File: config.mk
export PLATFORM = sky130hd
export DESIGN_NAME = drive_mode_ctrl
export DESIGN_NICKNAME = d
export VERILOG_FILES = /design/src/rtl/drive_mode_ctrl.sv
export SDC_FILE = /design/constraint.sdc
export NUM_CORES = 1
export LEC_CHECK = 0
export CORE_ASPECT_RATIO = 0.9
export CORE_MARGIN = 2
export CORE_UTILIZATION = 45
export DETAILED_ROUTE_END_ITERATION = 8
export SLEW_MARGIN = 20
export SYNTH_ARGS = -nofsm -noshare
export SYNTH_HDL_FRONTEND = slang
export SYNTH_SLANG_ARGS = --single-unit
File: constraint.sdc
create_clock -name CLOCK_50 -period 2.42 [get_ports CLOCK_50]
set_clock_uncertainty 0.05 [all_clocks]
set_input_delay 0.484 -clock CLOCK_50 [delete_from_list [all_inputs] [get_ports CLOCK_50]]
set_output_delay 0.484 -clock CLOCK_50 [all_outputs]
set_load 0.02 [all_outputs]
File: src/rtl/drive_mode_ctrl.sv
// drive_mode_ctrl: top-level operating-mode controller for the robot.
// IR buttons select IDLE / CAM / IR. CAM mode runs a SEARCH/FOLLOW/LOST
// tracker with a lost-target timeout; IR mode drives manual commands with
// a hold timeout and a saturating manual speed. All outputs are registered.
module drive_mode_ctrl #(
    parameter int         SPEED_W      = 2,
    parameter int         LOST_TIMEOUT = 25000000,
    parameter int         IR_HOLD      = 5000000,
    parameter logic [7:0] BTN_CAM      = 8'h0F,
    parameter logic [7:0] BTN_IR       = 8'h13,
    parameter logic [7:0] BTN_IDLE     = 8'h10,
    parameter logic [7:0] BTN_FWD      = 8'h18,
    parameter logic [7:0] BTN_LEFT     = 8'h14,
    parameter logic [7:0] BTN_RIGHT    = 8'h16,
    parameter logic [7:0] BTN_STOP     = 8'h1C,
    parameter logic [7:0] BTN_FASTER   = 8'h1A,
    parameter logic [7:0] BTN_SLOWER   = 8'h1B
) (
    input  logic               CLOCK_50,
    input  logic               reset,
    input  logic               ir_valid,
    input  logic [7:0]         ir_code,
    input  logic               cam_valid,
    input  logic               cam_detected,
    input  logic [2:0]         cam_direction,
    input  logic [SPEED_W-1:0] cam_speed,
    output logic [1:0]         mode,
    output logic [1:0]         cam_state,
    output logic [2:0]         drive_cmd,
    output logic [SPEED_W-1:0] drive_speed,
    output logic               mode_change
);

    typedef enum logic [1:0] {
        MODE_IDLE = 2'b00,
        MODE_CAM  = 2'b01,
        MODE_IR   = 2'b10
    } mode_t;

    typedef enum logic [1:0] {
        CS_SEARCH = 2'b00,
        CS_FOLLOW = 2'b01,
        CS_LOST   = 2'b10,
        CS_PAUSE  = 2'b11
    } cam_state_t;

    typedef enum logic [2:0] {
        CMD_STOP  = 3'b000,
        CMD_LEFT  = 3'b001,
        CMD_RIGHT = 3'b010,
        CMD_FWD   = 3'b011
    } cmd_t;

    localparam int LOST_W = $clog2(LOST_TIMEOUT);
    localparam int HOLD_W = $clog2(IR_HOLD);
    localparam logic [LOST_W-1:0]  LOST_LAST = LOST_W'(LOST_TIMEOUT - 1);
    localparam logic [HOLD_W-1:0]  HOLD_LAST = HOLD_W'(IR_HOLD - 1);
    localparam logic [SPEED_W-1:0] SPEED_MAX = '1;

    mode_t              r_mode, w_mode_next;
    cam_state_t         r_cam_state, w_cam_state_next;
    cmd_t               r_drive_cmd, w_drive_cmd_next;
    logic [SPEED_W-1:0] r_drive_speed, w_drive_speed_next;
    logic [SPEED_W-1:0] r_manual_speed, w_manual_speed_next;
    logic               r_mode_change, w_mode_change_next;
    logic [LOST_W-1:0]  r_lost_cnt, w_lost_cnt_next;
    logic [HOLD_W-1:0]  r_hold_cnt, w_hold_cnt_next;

    cmd_t               w_dir_cmd;
    logic [SPEED_W-1:0] w_dir_speed;
    cmd_t               w_motion_cmd;
    logic               w_is_motion;
    logic               w_is_stop;
    logic               w_is_faster;
    logic               w_is_slower;

    // Camera direction to drive command; only a centred target uses cam_speed.
    always_comb begin
        w_dir_cmd   = CMD_STOP;
        w_dir_speed = '0;
        case (cam_direction)
            3'b001:  w_dir_cmd = CMD_LEFT;
            3'b010:  w_dir_cmd = CMD_RIGHT;
            3'b011: begin
                w_dir_cmd   = CMD_FWD;
                w_dir_speed = cam_speed;
            end
            default: w_dir_cmd = CMD_STOP;
        endcase
    end

    // Classify the current IR button for manual driving.
    always_comb begin
        w_motion_cmd = CMD_STOP;
        if (ir_code == BTN_FWD)
            w_motion_cmd = CMD_FWD;
        else if (ir_code == BTN_LEFT)
            w_motion_cmd = CMD_LEFT;
        else if (ir_code == BTN_RIGHT)
            w_motion_cmd = CMD_RIGHT;
        w_is_motion = ir_valid && (ir_code == BTN_FWD || ir_code == BTN_LEFT || ir_code == BTN_RIGHT);
        w_is_stop   = ir_valid && (ir_code == BTN_STOP);
        w_is_faster = ir_valid && (ir_code == BTN_FASTER);
        w_is_slower = ir_valid && (ir_code == BTN_SLOWER);
    end

    // Next mode, tracker state, drive command and counters.
    always_comb begin
        w_mode_next         = r_mode;
        w_cam_state_next    = r_cam_state;
        w_drive_cmd_next    = r_drive_cmd;
        w_drive_speed_next  = r_drive_speed;
        w_manual_speed_next = r_manual_speed;
        w_lost_cnt_next     = '0;
        w_hold_cnt_next     = '0;

        if (ir_valid) begin
            if (ir_code == BTN_CAM)
                w_mode_next = MODE_CAM;
            else if (ir_code == BTN_IR)
                w_mode_next = MODE_IR;
            else if (ir_code == BTN_IDLE)
                w_mode_next = MODE_IDLE;
        end
        w_mode_change_next = (w_mode_next != r_mode);

        case (w_mode_next)
            MODE_CAM: begin
                if (r_mode != MODE_CAM) begin
                    // Fresh entry always starts searching.
                    w_cam_state_next   = CS_SEARCH;
                    w_drive_cmd_next   = CMD_RIGHT;
                    w_drive_speed_next = '0;
                end else if (cam_valid && cam_detected) begin
                    // Detection wins over a coincident lost timeout.
                    w_cam_state_next   = CS_FOLLOW;
                    w_drive_cmd_next   = w_dir_cmd;
                    w_drive_speed_next = w_dir_speed;
                end else begin
                    case (r_cam_state)
                        CS_FOLLOW: begin
                            if (cam_valid) begin
                                w_cam_state_next   = CS_LOST;
                                w_drive_cmd_next   = CMD_STOP;
                                w_drive_speed_next = '0;
                            end
                        end
                        CS_LOST: begin
                            w_drive_cmd_next   = CMD_STOP;
                            w_drive_speed_next = '0;
                            if (r_lost_cnt == LOST_LAST) begin
                                w_cam_state_next = CS_SEARCH;
                                w_drive_cmd_next = CMD_RIGHT;
                            end else begin
                                w_lost_cnt_next = r_lost_cnt + LOST_W'(1);
                            end
                        end
                        default: begin
                            w_cam_state_next   = CS_SEARCH;
                            w_drive_cmd_next   = CMD_RIGHT;
                            w_drive_speed_next = '0;
                        end
                    endcase
                end
            end
            MODE_IR: begin
                w_cam_state_next = CS_PAUSE;
                if (r_mode != MODE_IR) begin
                    w_drive_cmd_next   = CMD_STOP;
                    w_drive_speed_next = '0;
                end else if (w_is_motion) begin
                    w_drive_cmd_next   = w_motion_cmd;
                    w_drive_speed_next = r_manual_speed;
                end else if (w_is_stop) begin
                    w_drive_cmd_next   = CMD_STOP;
                    w_drive_speed_next = '0;
                end else begin
                    if (w_is_faster && r_manual_speed != SPEED_MAX)
                        w_manual_speed_next = r_manual_speed + SPEED_W'(1);
                    else if (w_is_slower && r_manual_speed != '0)
                        w_manual_speed_next = r_manual_speed - SPEED_W'(1);
                    // A moving command expires unless a motion code repeats.
                    if (r_drive_cmd != CMD_STOP) begin
                        if (r_hold_cnt == HOLD_LAST) begin
                            w_drive_cmd_next   = CMD_STOP;
                            w_drive_speed_next = '0;
                        end else begin
                            w_hold_cnt_next    = r_hold_cnt + HOLD_W'(1);
                            w_drive_speed_next = w_manual_speed_next;
                        end
                    end
                end
            end
            default: begin
                w_cam_state_next   = CS_PAUSE;
                w_drive_cmd_next   = CMD_STOP;
                w_drive_speed_next = '0;
            end
        endcase
    end

    // State and output registers with asynchronous reset.
    always_ff @(posedge CLOCK_50 or posedge reset) begin
        if (reset) begin
            r_mode         <= MODE_IDLE;
            r_cam_state    <= CS_PAUSE;
            r_drive_cmd    <= CMD_STOP;
            r_drive_speed  <= '0;
            r_manual_speed <= '0;
            r_mode_change  <= 1'b0;
            r_lost_cnt     <= '0;
            r_hold_cnt     <= '0;
        end else begin
            r_mode         <= w_mode_next;
            r_cam_state    <= w_cam_state_next;
            r_drive_cmd    <= w_drive_cmd_next;
            r_drive_speed  <= w_drive_speed_next;
            r_manual_speed <= w_manual_speed_next;
            r_mode_change  <= w_mode_change_next;
            r_lost_cnt     <= w_lost_cnt_next;
            r_hold_cnt     <= w_hold_cnt_next;
        end
    end

    assign mode        = r_mode;
    assign cam_state   = r_cam_state;
    assign drive_cmd   = r_drive_cmd;
    assign drive_speed = r_drive_speed;
    assign mode_change = r_mode_change;

endmodule

After elaboration in Yosys (flattened, before gate mapping). Index checks and enable logic that the tools add are counted.

Register bits: 60. Output and inout bits: 10. Logic and storage cells: 105.

$add $sub $neg: 4. Equal/unequal tests: 26. Muxes and demuxes: 49. Bitwise operators: 3. Reduce and logical (&&, ||, !) cells: 15.

Operators with widths (count): $mux 23 (6); $mux 25 (5); $eq 8x5->1 const B (8); $mux 2 (25); $add 25x1->25 const B (1); $eq 25x25->1 const B (1); $mux 3 (8); $add 23x1->23 const B (1); $eq 23x23->1 const B (1); $ne 5x5->1 const B (4); $pmux 3 s2 (2); $eq 8x4->1 const B (1); $pmux 2 s2 (2); $logic_and 1x1->1 (7); $eq 3x2->1 const B (2); $pmux 2 s3 (1); $eq 2x1->1 const B (2); $eq 2x2->1 const B (2); $ne 2x2->1 const B (2); $reduce_and 2->1 (2); $reduce_and 4->1 (1); $eq 3x1->1 const B (1); $not 1->1 (3); $reduce_and 3->1 (1); 7 further kinds (8).

Depth between registers and ports, before layout. Gate-level depths: netlist (run 1).

Depth in word-level cells: 11. Gate-level depth with buffers: 12. Mapped depth without buffers: 11.

Worst setup path before layout (run 1). No wires, ideal clock.

Kind: input to register. Start: in ir_code[7]. End: reg r_drive_speed[0], in the netlist drive_speed[0]. Library setup time: 0.087 ns. Arrival: 3.414 ns. Path slack: -1.131 ns. Stages on the path: 12. Path buffers: 1. Cell sequence: or4b_1 -> buf_2 -> or2_4 -> or4_1 -> a31o_1 -> inv_1 -> ha_1 -> and3b_1 -> o41a_1 -> o211ai_2 -> or4_1 -> o211ai_1.

RTL lines: from (decl) (line 22) `input logic [7:0] ir_code,`; $eq 8x5->1 (line 122) `else if (ir_code == BTN_IDLE)`; $mux 2 (line 122); $mux 2 (line 120) `else if (ir_code == BTN_IR)`; $mux 2 * (line 118) `if (ir_code == BTN_CAM)`; $mux 2 * (line 117) `if (ir_valid) begin`; via w_mode_next[0] (line 60) `mode_t r_mode, w_mode_next;`; $eq 2x2->1 / $eq 2x1->1 (equally long branches) (line 127) `case (w_mode_next)`; $ne 5x5->1 (no source line); $reduce_and 2->1 (no source line); to (signal assigned) (line 217) `r_drive_speed <= w_drive_speed_next;`; to (decl) (line 63) `logic [SPEED_W-1:0] r_drive_speed, w_drive_speed_next;`.

Mark *: on every way through the listed nets, which the timed path passes. The rest lies on a longest branch. The select of a mux whose other input is x is not followed. A chain may end at the register's enable or synchronous reset.

Worst setup path after layout (run 1).
Start: in ir_code[7]. End: reg r_hold_cnt[13].

Word-level cells in the longest chain between the ends: 7.

Ends and longest elaborated chain: $eq 8x5->1 (line 122); $mux 2 (line 122); $mux 2 (line 120); $mux 2 * (line 118); $mux 2 * (line 117); via w_mode_next[0] (line 60); $eq 2x2->1 * (line 127); $mux 23 * (line 127); via w_hold_cnt_next[13] (line 67) `logic [HOLD_W-1:0] r_hold_cnt, w_hold_cnt_next;`; to (signal assigned) (line 221) `r_hold_cnt <= w_hold_cnt_next;`; to (decl) (line 67).

Mark *: on every way through the listed nets, which the timed path passes. The rest lies on a longest branch.

==> flow_summary.ini, run 1 <==
[status]
status = complete, but fails checks
violations = setup timing

[setup_path]
cp-end-kind = flip-flop
path_buf_inv = 5
crit_family = simple AND/OR/NAND/NOR gates
critPathRequiredTime_ns = 2.64
startpoint_type = input pin
cp_max_fo = 6
path_common_cell = buf_6
slowest_stage = or4b_4
worstPathCellList = buf_6, or4b_4, or2_4, or4_4, a31o_1, inv_1, ha_2, and3b_2, o41a_1, o211ai_2, buf_6, buf_12, buf_16, a21oi_2
max_stage_delay_ns = 0.53
crit_type = in2reg
crit_arrival_ns = 3.32

[global_routing]
grt_max_degree = 26
grt_pass1_wl_um = 12800
grt_pass1_vias = 2730
grt-ovfl-total = 0
antenna_found_initial = 0
track_usage = 0.202

[clocking]
insertion_delay_ns = 0.34
cts.path.max_buffers = 2
numCtsBuffers = 9
cts-hold-fix-buffers = 0
tritoncts = built
h-tree-depth = 3
clk_pin_slew_ns = 0.06
cts.sinks = 59
cts-root-buf = clkbuf_8

[finish]
multi_input_area_um2 = 2050
synthToLayoutAreaGrowth_pct = 39.5
fin_cells = 540
nets = 466
fillCellCount = 582
drive_gt1_frac = 0.268
diodes = 0
register_area_um2 = 1480
stdcell_area_um2 = 4680

[route]
drtIter0Drc = 93
wirelength_um = 8160
post-route-drc-count = 0
routedWlPerCell_um = 15.1
antenna_left = 0
viasPerCell = 5.41
drt_pass1_iterations = 4
vias = 2924

[yosys]
synthFlopType = dfrtp_1
synth_seq_area_share = 0.441
synth-async-reset-ratio = 1.00
syn_area_per_cell_um2 = 9.08
syn-cell-area_um2 = 3350
ys_warn_count = 0
synth_cell_types = 57
syn_inst = 369
syn-num-nets = 393
synth_edf_count = 0
ys_ff_latch = 59

[sta]
finalCritPeriodShare = 1.28
setup_violations = 54
finalHoldViolCount = 0
slew_violations = 0
hold_slack_ns = 0.434
setup_slack_ns = -0.679
rsz0062_at_grt = yes
period_minus_slack_ns = 3.10
max_freq_mhz = 323

[power_and_ir_drop]
powerDensity_nw_per_um2 = 440
peakVddDrop_mv = 0.330
power_leakage_nw = 1.80

[place]
placed_cell_area_um2 = 3920
port-buffer-count = 26
hpwl_um = 5220
place_congestion = 0.759
dp_cells = 505

[flow_run]
maxCapViolations = 0

[floorplan]
std_cell_rows = 29
coreArea_um2 = 7150
start_util = 0.469
die_y_um = 85.9
dieArea_um2 = 8150
ios = 28
die_w_um = 95.0

[min_path]
hp-class = reg2reg
power breakdown:
| part | switching [mW] | leakage [nW] | internal [mW] |
|---|---|---|---|
| combinational | 0.0975 | 0.889 | 0.0954 |
| clock | 0.389 | 0.0971 | 0.472 |
| sequential | 0.00985 | 0.817 | 0.995 |
cells in the final DEF, fill, tap and decap left out, types with 5 or more instances in the layout:
cell type,Yosys,routed
nor2_4,0,16
and4_1,5,5
o21ai_0,9,7
buf_6,0,11
nand2_1,25,25
inv_1,17,16
dfrtp_1,57,57
and2_1,6,5
a21oi_2,0,6
nor4b_1,6,6
nor3_1,12,11
nor2_1,60,42
nand3_1,20,17
or3_1,5,5
nand4_1,13,13
xor2_1,13,13
buf_4,3,29
clkbuf_8,0,9
clkdlybuf4s50_1,0,19
xnor2_1,28,28
nor4_1,9,6
cells by family (layout without fill, tap and decap cells):
family,after synthesis,count (layout),share of synthesized area
AND/OR/NAND/NOR,189,189,0.296
flip-flops,59,59,0.441
AO/OA/AOI/OAI,43,43,0.0904
XOR/XNOR,41,41,0.107
buffers and inverters,28,106,0.0351
adder cells (fa/ha/maj),6,6,0.0224
multiplexers,2,2,0.00597
other,1,1,0.00112
area by class of cell:
class | instances | share of cell area
Clock buffer | 11 | 0.0281
Sequential cell | 59 | 0.316
Timing Repair Buffer | 73 | 0.166
Inverter | 17 | 0.0136
Clock inverter | 5 | 0.0115
Tap cell | 93 | 0.0249
Multi-Input combinational cell | 282 | 0.439
through the flow:
| stage | setup TNS, ns | worst slack, ns | power [mW] | util |
|---|---|---|---|---|
| finish | -25.30 | -0.679 | 2.06 | 0.654 |
| global route | -28.17 | -0.768 | 2.15 | 0.654 |
| CTS | -25.05 | -0.797 | 2.08 | 0.592 |
| detailed placement | -56.95 | -1.33 | 1.19 | 0.548 |
| global placement | -54.22 | -1.24 | 1.18 | 0.548 |
| floorplan | -33.64 | -1.04 | 1.10 | - |
synthesized netlist by cell type, types with 6 or more instances:
cell type / number / area (µm²)
nand4_1: 13 / 81.3
xor2_1: 13 / 114
nand2_1: 25 / 93.8
dfrtp_1: 57 / 1430
nor4b_1: 6 / 52.6
o21ai_0: 9 / 45.0
and2_1: 6 / 37.5
clkbuf_1: 7 / 26.3
nand3_1: 20 / 100
nor2_1: 60 / 225
a21oi_1: 10 / 50.1
nor3_1: 12 / 60.1
xnor2_1: 28 / 245
inv_1: 17 / 63.8
nor4_1: 9 / 56.3
ha_1: 6 / 75.1
state kept, by name, indices dropped and copies added (netlist names):
register	flops
r_manual_speed	2
r_lost_cnt	25
drive_speed	2
cam_state	2
drive_cmd	2
r_hold_cnt	23
mode_change	1
mode	2
repair_timing:
| item | 4_1_cts | 5_1_grt |
|---|---|---|
| setup endpoints to repair | 56 | 56 |
| pin swaps | 8 | 34 |
| gates resized for setup | 32 | 69 |
| gates cloned | 2 | 4 |
| setup buffers | 3 | 11 |
worst register-to-register path, stage by stage, from the launching register on:
cell      delay, ns
dfrtp_1        0.46
nand2_1        0.11
a21oi_1        0.22
ha_2           0.21
and3b_2        0.19
o41a_1         0.20
o211ai_2       0.16
buf_6          0.17
buf_12         0.12
buf_16         0.14
a21oi_2        0.10
routing by layer:
layer  global-route usage  vias up  wire length, µm
li1                     -     1449                -
met1                0.285     1414             3970
met2                0.303       55             3730
met3               0.0483        6              399
met4               0.0711        0               64
met5                    0        -                0
worst paths after layout:
check	from	to	slack (ns)	depth (start not counted)
worst max register to register	mode[1]	r_hold_cnt[13]	0.22	10
worst max-delay path	ir_code[7]	r_hold_cnt[13]	-0.68	14
worst min register to register	r_lost_cnt[0]	r_lost_cnt[0]	0.43	1
max in group asynchronous	reset	r_hold_cnt[1]	1.27	3
min in group asynchronous	reset	r_lost_cnt[12]	0.44	2
worst min-delay path	r_lost_cnt[0]	r_lost_cnt[0]	0.43	1
(Power assumes the default switching activity.)
==> run 2: changes to the inputs <==
--- a/config.mk
+++ b/config.mk
@@ -13,3 +13,4 @@
 export SYNTH_ARGS = -nofsm -noshare
 export SYNTH_HDL_FRONTEND = slang
 export SYNTH_SLANG_ARGS = --single-unit
+export TNS_END_PERCENT = 30
==> run 2 against run 1 <==
The run still ends with setup timing left. Core utilization fell by 2.6 points. Setup slack improved by 0.014 ns. Power rose by 2.5%. Register-to-register slack improved by 0.08 ns. Critical path depth fell by 2. Clock-buffer cell count did not move. First-iteration DRC count rose by 47%.
==> flow_summary.ini, run 2 (synthesis results as in run 1) <==
[status]
status = complete, but fails checks
violations = setup timing

[global_routing]
grt_pass1_vias = 2885
track_usage = 0.220
grt-ovfl-total = 0
grt_max_degree = 35
grt_pass1_wl_um = 14100
antenna_found_initial = 0

[floorplan]
start_util = 0.469
std_cell_rows = 29
dieArea_um2 = 8150
die_w_um = 95.0
ios = 28
die_y_um = 85.9
coreArea_um2 = 7150

[clocking]
clk_pin_slew_ns = 0.08
h-tree-depth = 3
cts-hold-fix-buffers = 0
numCtsBuffers = 9
cts-root-buf = clkbuf_8
cts.path.max_buffers = 2
tritoncts = built
cts.sinks = 59
insertion_delay_ns = 0.34

[sta]
period_minus_slack_ns = 3.09
rsz0062_at_grt = yes
slew_headroom = 0.651
finalCritPeriodShare = 1.27
finalHoldViolCount = 0
slew_violations = 0
setup_slack_ns = -0.665
setup_violations = 54
hold_slack_ns = 0.346
worst_slew_pin_slew_ns = 0.516
max_freq_mhz = 324

[setup_path]
max_stage_delay_ns = 0.53
startpoint_type = input pin
cp_max_fo = 3
worstPathCellList = buf_6, or4b_4, or2_4, or4_4, a31o_1, inv_1, ha_2, and3b_2, o41a_1, o211ai_2, or4_1, o211ai_1
cp-end-kind = flip-flop
path_buf_inv = 2
crit_family = simple AND/OR/NAND/NOR gates
slowest_stage = or4b_4
critPathRequiredTime_ns = 2.61
crit_arrival_ns = 3.28
crit_type = in2reg

[route]
vias = 2869
post-route-drc-count = 0
antenna_left = 0
viasPerCell = 5.38
wirelength_um = 8150
drtIter0Drc = 137
drt_pass1_iterations = 4
routedWlPerCell_um = 15.3

[finish]
final_common_cell = dfrtp_1
fillCellCount = 612
final_cell_mix = dfrtp_1, nor2_1, buf_4
synthToLayoutAreaGrowth_pct = 34.1
nets = 459
post-route-util = 0.628
largest_reg_flops = 25
diodes = 0
top_register = r_lost_cnt
drive_gt1_frac = 0.236
reg_top3 = r_lost_cnt: 25 flops, r_hold_cnt: 23 flops

[flow_run]
maxCapViolations = 0

[power_and_ir_drop]
powerDensity_nw_per_um2 = 470
power_mw = 2.11
power_leakage_nw = 1.70
peakVddDrop_mv = 0.316

[place]
hpwl_um = 5350
place_congestion = 0.798
port-buffer-count = 26
dp_slack_ns = -1.34

[min_path]
hp-class = in2async
run 2: cell types whose count changed in the layout (fill, tap and decap cells not counted), moves of 2 or more:
cell and change:
buf_4 +3, clkinv_2 -3, clkbuf_16 -2, nor2_4 -9
buf_6 -7, nand3_1 +3, nand3_2 -3, clkinvlp_4 +3
nor2_1 +8
run 2: layout make-up:
type	count	area (µm²)	share of cell area
multi-input combinational	282	1980	0.441
sequential	59	1480	0.329
timing repair buffer	66	648	0.144
clock buffer	11	141	0.0315
tap	93	116	0.0259
inverter	17	63.8	0.0142
clock inverter	5	61.3	0.0136
run 2: path summary, 6_finish.rpt:
check	slack [ns]	start	cells past startpoint	end
setup / recovery	-0.67	ir_code[7]	12	drive_speed[0]
hold / removal	0.35	reset	2	r_lost_cnt[13]
setup reg to reg	0.30	r_lost_cnt[0]	6	r_lost_cnt[24]
hold reg to reg	0.44	r_lost_cnt[0]	1	r_lost_cnt[0]
max in group asynchronous	1.39	reset	3	cam_state[0]
min in group CLOCK_50	0.44	r_lost_cnt[0]	1	r_lost_cnt[0]
run 2: where the power goes:
group / leakage, nW / switching [mW] / internal [mW]
clock network: 0.0922 / 0.405 / 0.507
registers: 0.817 / 0.00619 / 0.994
logic: 0.792 / 0.101 / 0.0961
total: 1.70 / 0.513 / 1.60
run 2: per-layer routing:
layer,vias to the layer above,GRT usage,part of all wire
met5,-,0,0
met4,0,0.0593,0.0086
met3,7,0.0527,0.033
met2,37,0.348,0.48
met1,1390,0.304,0.48
li1,1435,-,-
run 2: repair_timing:
action / 4_1_cts / 5_1_grt
gates resized for setup: 63 / 12
cloned: 2 / 1
setup buffers: 9 / 0
pin swaps: 24 / 11
setup endpoints to repair: 56 / 54
run 2: stage by stage:
step / TNS, ns / instance area (µm²) / instances
2_1_floorplan: -35.63 / 3370 / 369
3_3_place_gp: -54.68 / 3930 / 506
3_5_place_dp: -57.23 / 3930 / 506
4_1_cts: -24.83 / 4430 / 533
5_1_grt: -24.97 / 4490 / 533
6_report: -21.31 / 4490 / 533
==> run 3: changes to the inputs <==
--- a/config.mk
+++ b/config.mk
@@ -5,8 +5,9 @@
 export SDC_FILE = /design/constraint.sdc
 export NUM_CORES = 1
 export LEC_CHECK = 0
+export CAP_MARGIN = 0
 export CORE_ASPECT_RATIO = 0.9
-export CORE_MARGIN = 2
+export CORE_MARGIN = 5
 export CORE_UTILIZATION = 45
 export DETAILED_ROUTE_END_ITERATION = 8
 export SLEW_MARGIN = 20
==> run 3 against run 2 <==
The flow still finishes with violations (setup timing). Fmax decreased by 0.66%. Clock power increased by 12%. Final area is 5.8% lower. Die area grew 14%. Register-to-register slack lost 0.02 ns. Core utilization decreased by 3.6 points. Critical endpoint unchanged. Largest cell class unchanged.
==> flow_summary.ini, run 3 (synthesis results as in run 1) <==
[setup_path]
crit_type = in2reg
critPathRequiredTime_ns = 2.62
startpoint_type = input pin
crit_arrival_ns = 3.31
r2r_end = r_lost_cnt[24]
cp_max_fo = 3
r2r_setup_slack_ns = 0.28
cp-end-kind = flip-flop
r2r_start = r_lost_cnt[0]
reg2regPathDepth = 6

[power_and_ir_drop]
powerDensity_nw_per_um2 = 518
sequentialPowerShare = 0.456
swShare = 0.221
peakVddDrop_mv = 0.472
power_mw = 2.19
netSwitchingPower_uw = 486
pwr-share-comb = 0.081
internal_power_mw = 1.71
power_leakage_nw = 1.60
clockPowerShare = 0.464

[route]
routedWlPerCell_um = 15.1
wirelength_um = 7870
viasPerCell = 5.52
post-route-drc-count = 0
antenna_left = 0
drtIter0Drc = 116
drt_pass1_iterations = 4
vias = 2883

[clocking]
clk_pin_slew_ns = 0.07
insertion_delay_ns = 0.34
cts-root-buf = clkbuf_8
numCtsBuffers = 9
tritoncts = built
cts.path.max_buffers = 2
cts-hold-fix-buffers = 0
h-tree-depth = 3
cts.sinks = 59

[finish]
reg_top3 = r_lost_cnt: 25 flops, r_hold_cnt: 23 flops
synthToLayoutAreaGrowth_pct = 26.3
stdcell_area_um2 = 4230
drive_gt1_frac = 0.172
top_register = r_lost_cnt
nets = 449
final_common_cell = dfrtp_1
largest_reg_flops = 25
final_cell_mix = dfrtp_1, nor2_1, xnor2_1
diodes = 0

[floorplan]
coreArea_um2 = 7150
start_util = 0.469
die_w_um = 101
dieArea_um2 = 9270
ios = 28
die_y_um = 91.9
std_cell_rows = 29

[global_routing]
track_usage = 0.182
antenna_found_initial = 0
grt_pass1_vias = 2859
grt_pass1_wl_um = 13600
grt-ovfl-total = 0
grt_max_degree = 41

[sta]
setup_slack_ns = -0.686
period_minus_slack_ns = 3.11
fin_setup_tns_ns = -22.58
finalCritPeriodShare = 1.28
setup_violations = 54
rsz0062_at_grt = yes
worst_slew_pin_slew_ns = 0.566
finalHoldViolCount = 0
slew_violations = 0
slew_headroom = 0.618
max_freq_mhz = 322

[status]
status = complete, but fails checks
violations = setup timing

[place]
port-buffer-count = 26
dp_slack_ns = -1.33
placed_cell_area_um2 = 3920
hpwl_um = 5390
place_congestion = 0.768

[min_path]
hp-class = in2async

[flow_run]
maxCapViolations = 0
run 3: cell types whose count changed in the layout (fill, tap and decap cells not counted), moves of 3 or more:
cell and change:
a21oi_1 +3, a21oi_2 -3, buf_4 -6, clkinvlp_4 -3, nor2_1 +5, nor2_4 -7
run 3: metal layers:
layer  track usage  part of all wire  vias up
met5             0                 0        -
met4        0.0421             0.011        0
met3        0.0516             0.045       11
met2         0.285              0.46       51
met1         0.251              0.48     1402
li1              -                 -     1419
run 3: worst max path at each step:
stage,start,end,slack (ns),cells past startpoint
after floorplan,ir_code[7],drive_speed[0],-1.05,12
after global placement,ir_code[7],drive_speed[0],-1.24,12
after detailed placement,ir_code[7],drive_speed[0],-1.33,13
after CTS,ir_code[5],drive_speed[0],-0.67,13
after global routing,ir_code[5],drive_speed[0],-0.82,13
final,ir_code[5],drive_speed[0],-0.69,13
run 3: critical path, cell delays in order:
cell and delay (ns):
buf_6 0.09, or4b_4 0.53, or2_4 0.26, or4_4 0.48, a31o_1 0.22, inv_1 0.07, ha_2 0.17, and3b_1 0.17
o41a_1 0.21, o211ai_2 0.11, buf_4 0.15, o21ba_4 0.18, o211ai_1 0.16
run 3: layout make-up:
type	instances	area (µm²)
Clock inverter	4	73.8
Fill cell	633	2920
Timing Repair Buffer	56	519
Clock buffer	11	151
Tap cell	93	116
Inverter	17	63.8
Multi-Input combinational cell	282	1830
Sequential cell	59	1480
run 3: power groups by stage:
stage                     Combinational (mW)  Sequential [mW]  Clock, mW
after floorplan                       0.0719             1.03          0
after global placement                 0.171             1.02          0
after detailed placement               0.173             1.02          0
after CTS                              0.176             1.00       1.04
after global routing                   0.195             1.00       1.09
final                                  0.177             1.00       1.02
run 3: metrics by stage:
stage,instances,hold WS [ns],utilization
after floorplan,369,0.395,-
after global placement,505,0.423,0.548
after detailed placement,505,0.430,0.548
after CTS,522,0.426,0.588
after global routing,522,0.471,0.592
final,522,0.418,0.592
run 3: repair_timing:
action | 4_1_cts | 5_1_grt
buffers inserted | 1 | 0
resized for setup | 29 | 8
endpoints found under the setup margin | 56 | 54
endpoints found under the hold margin | 0 | 0
cloned | 1 | 0
pin swaps | 8 | 0
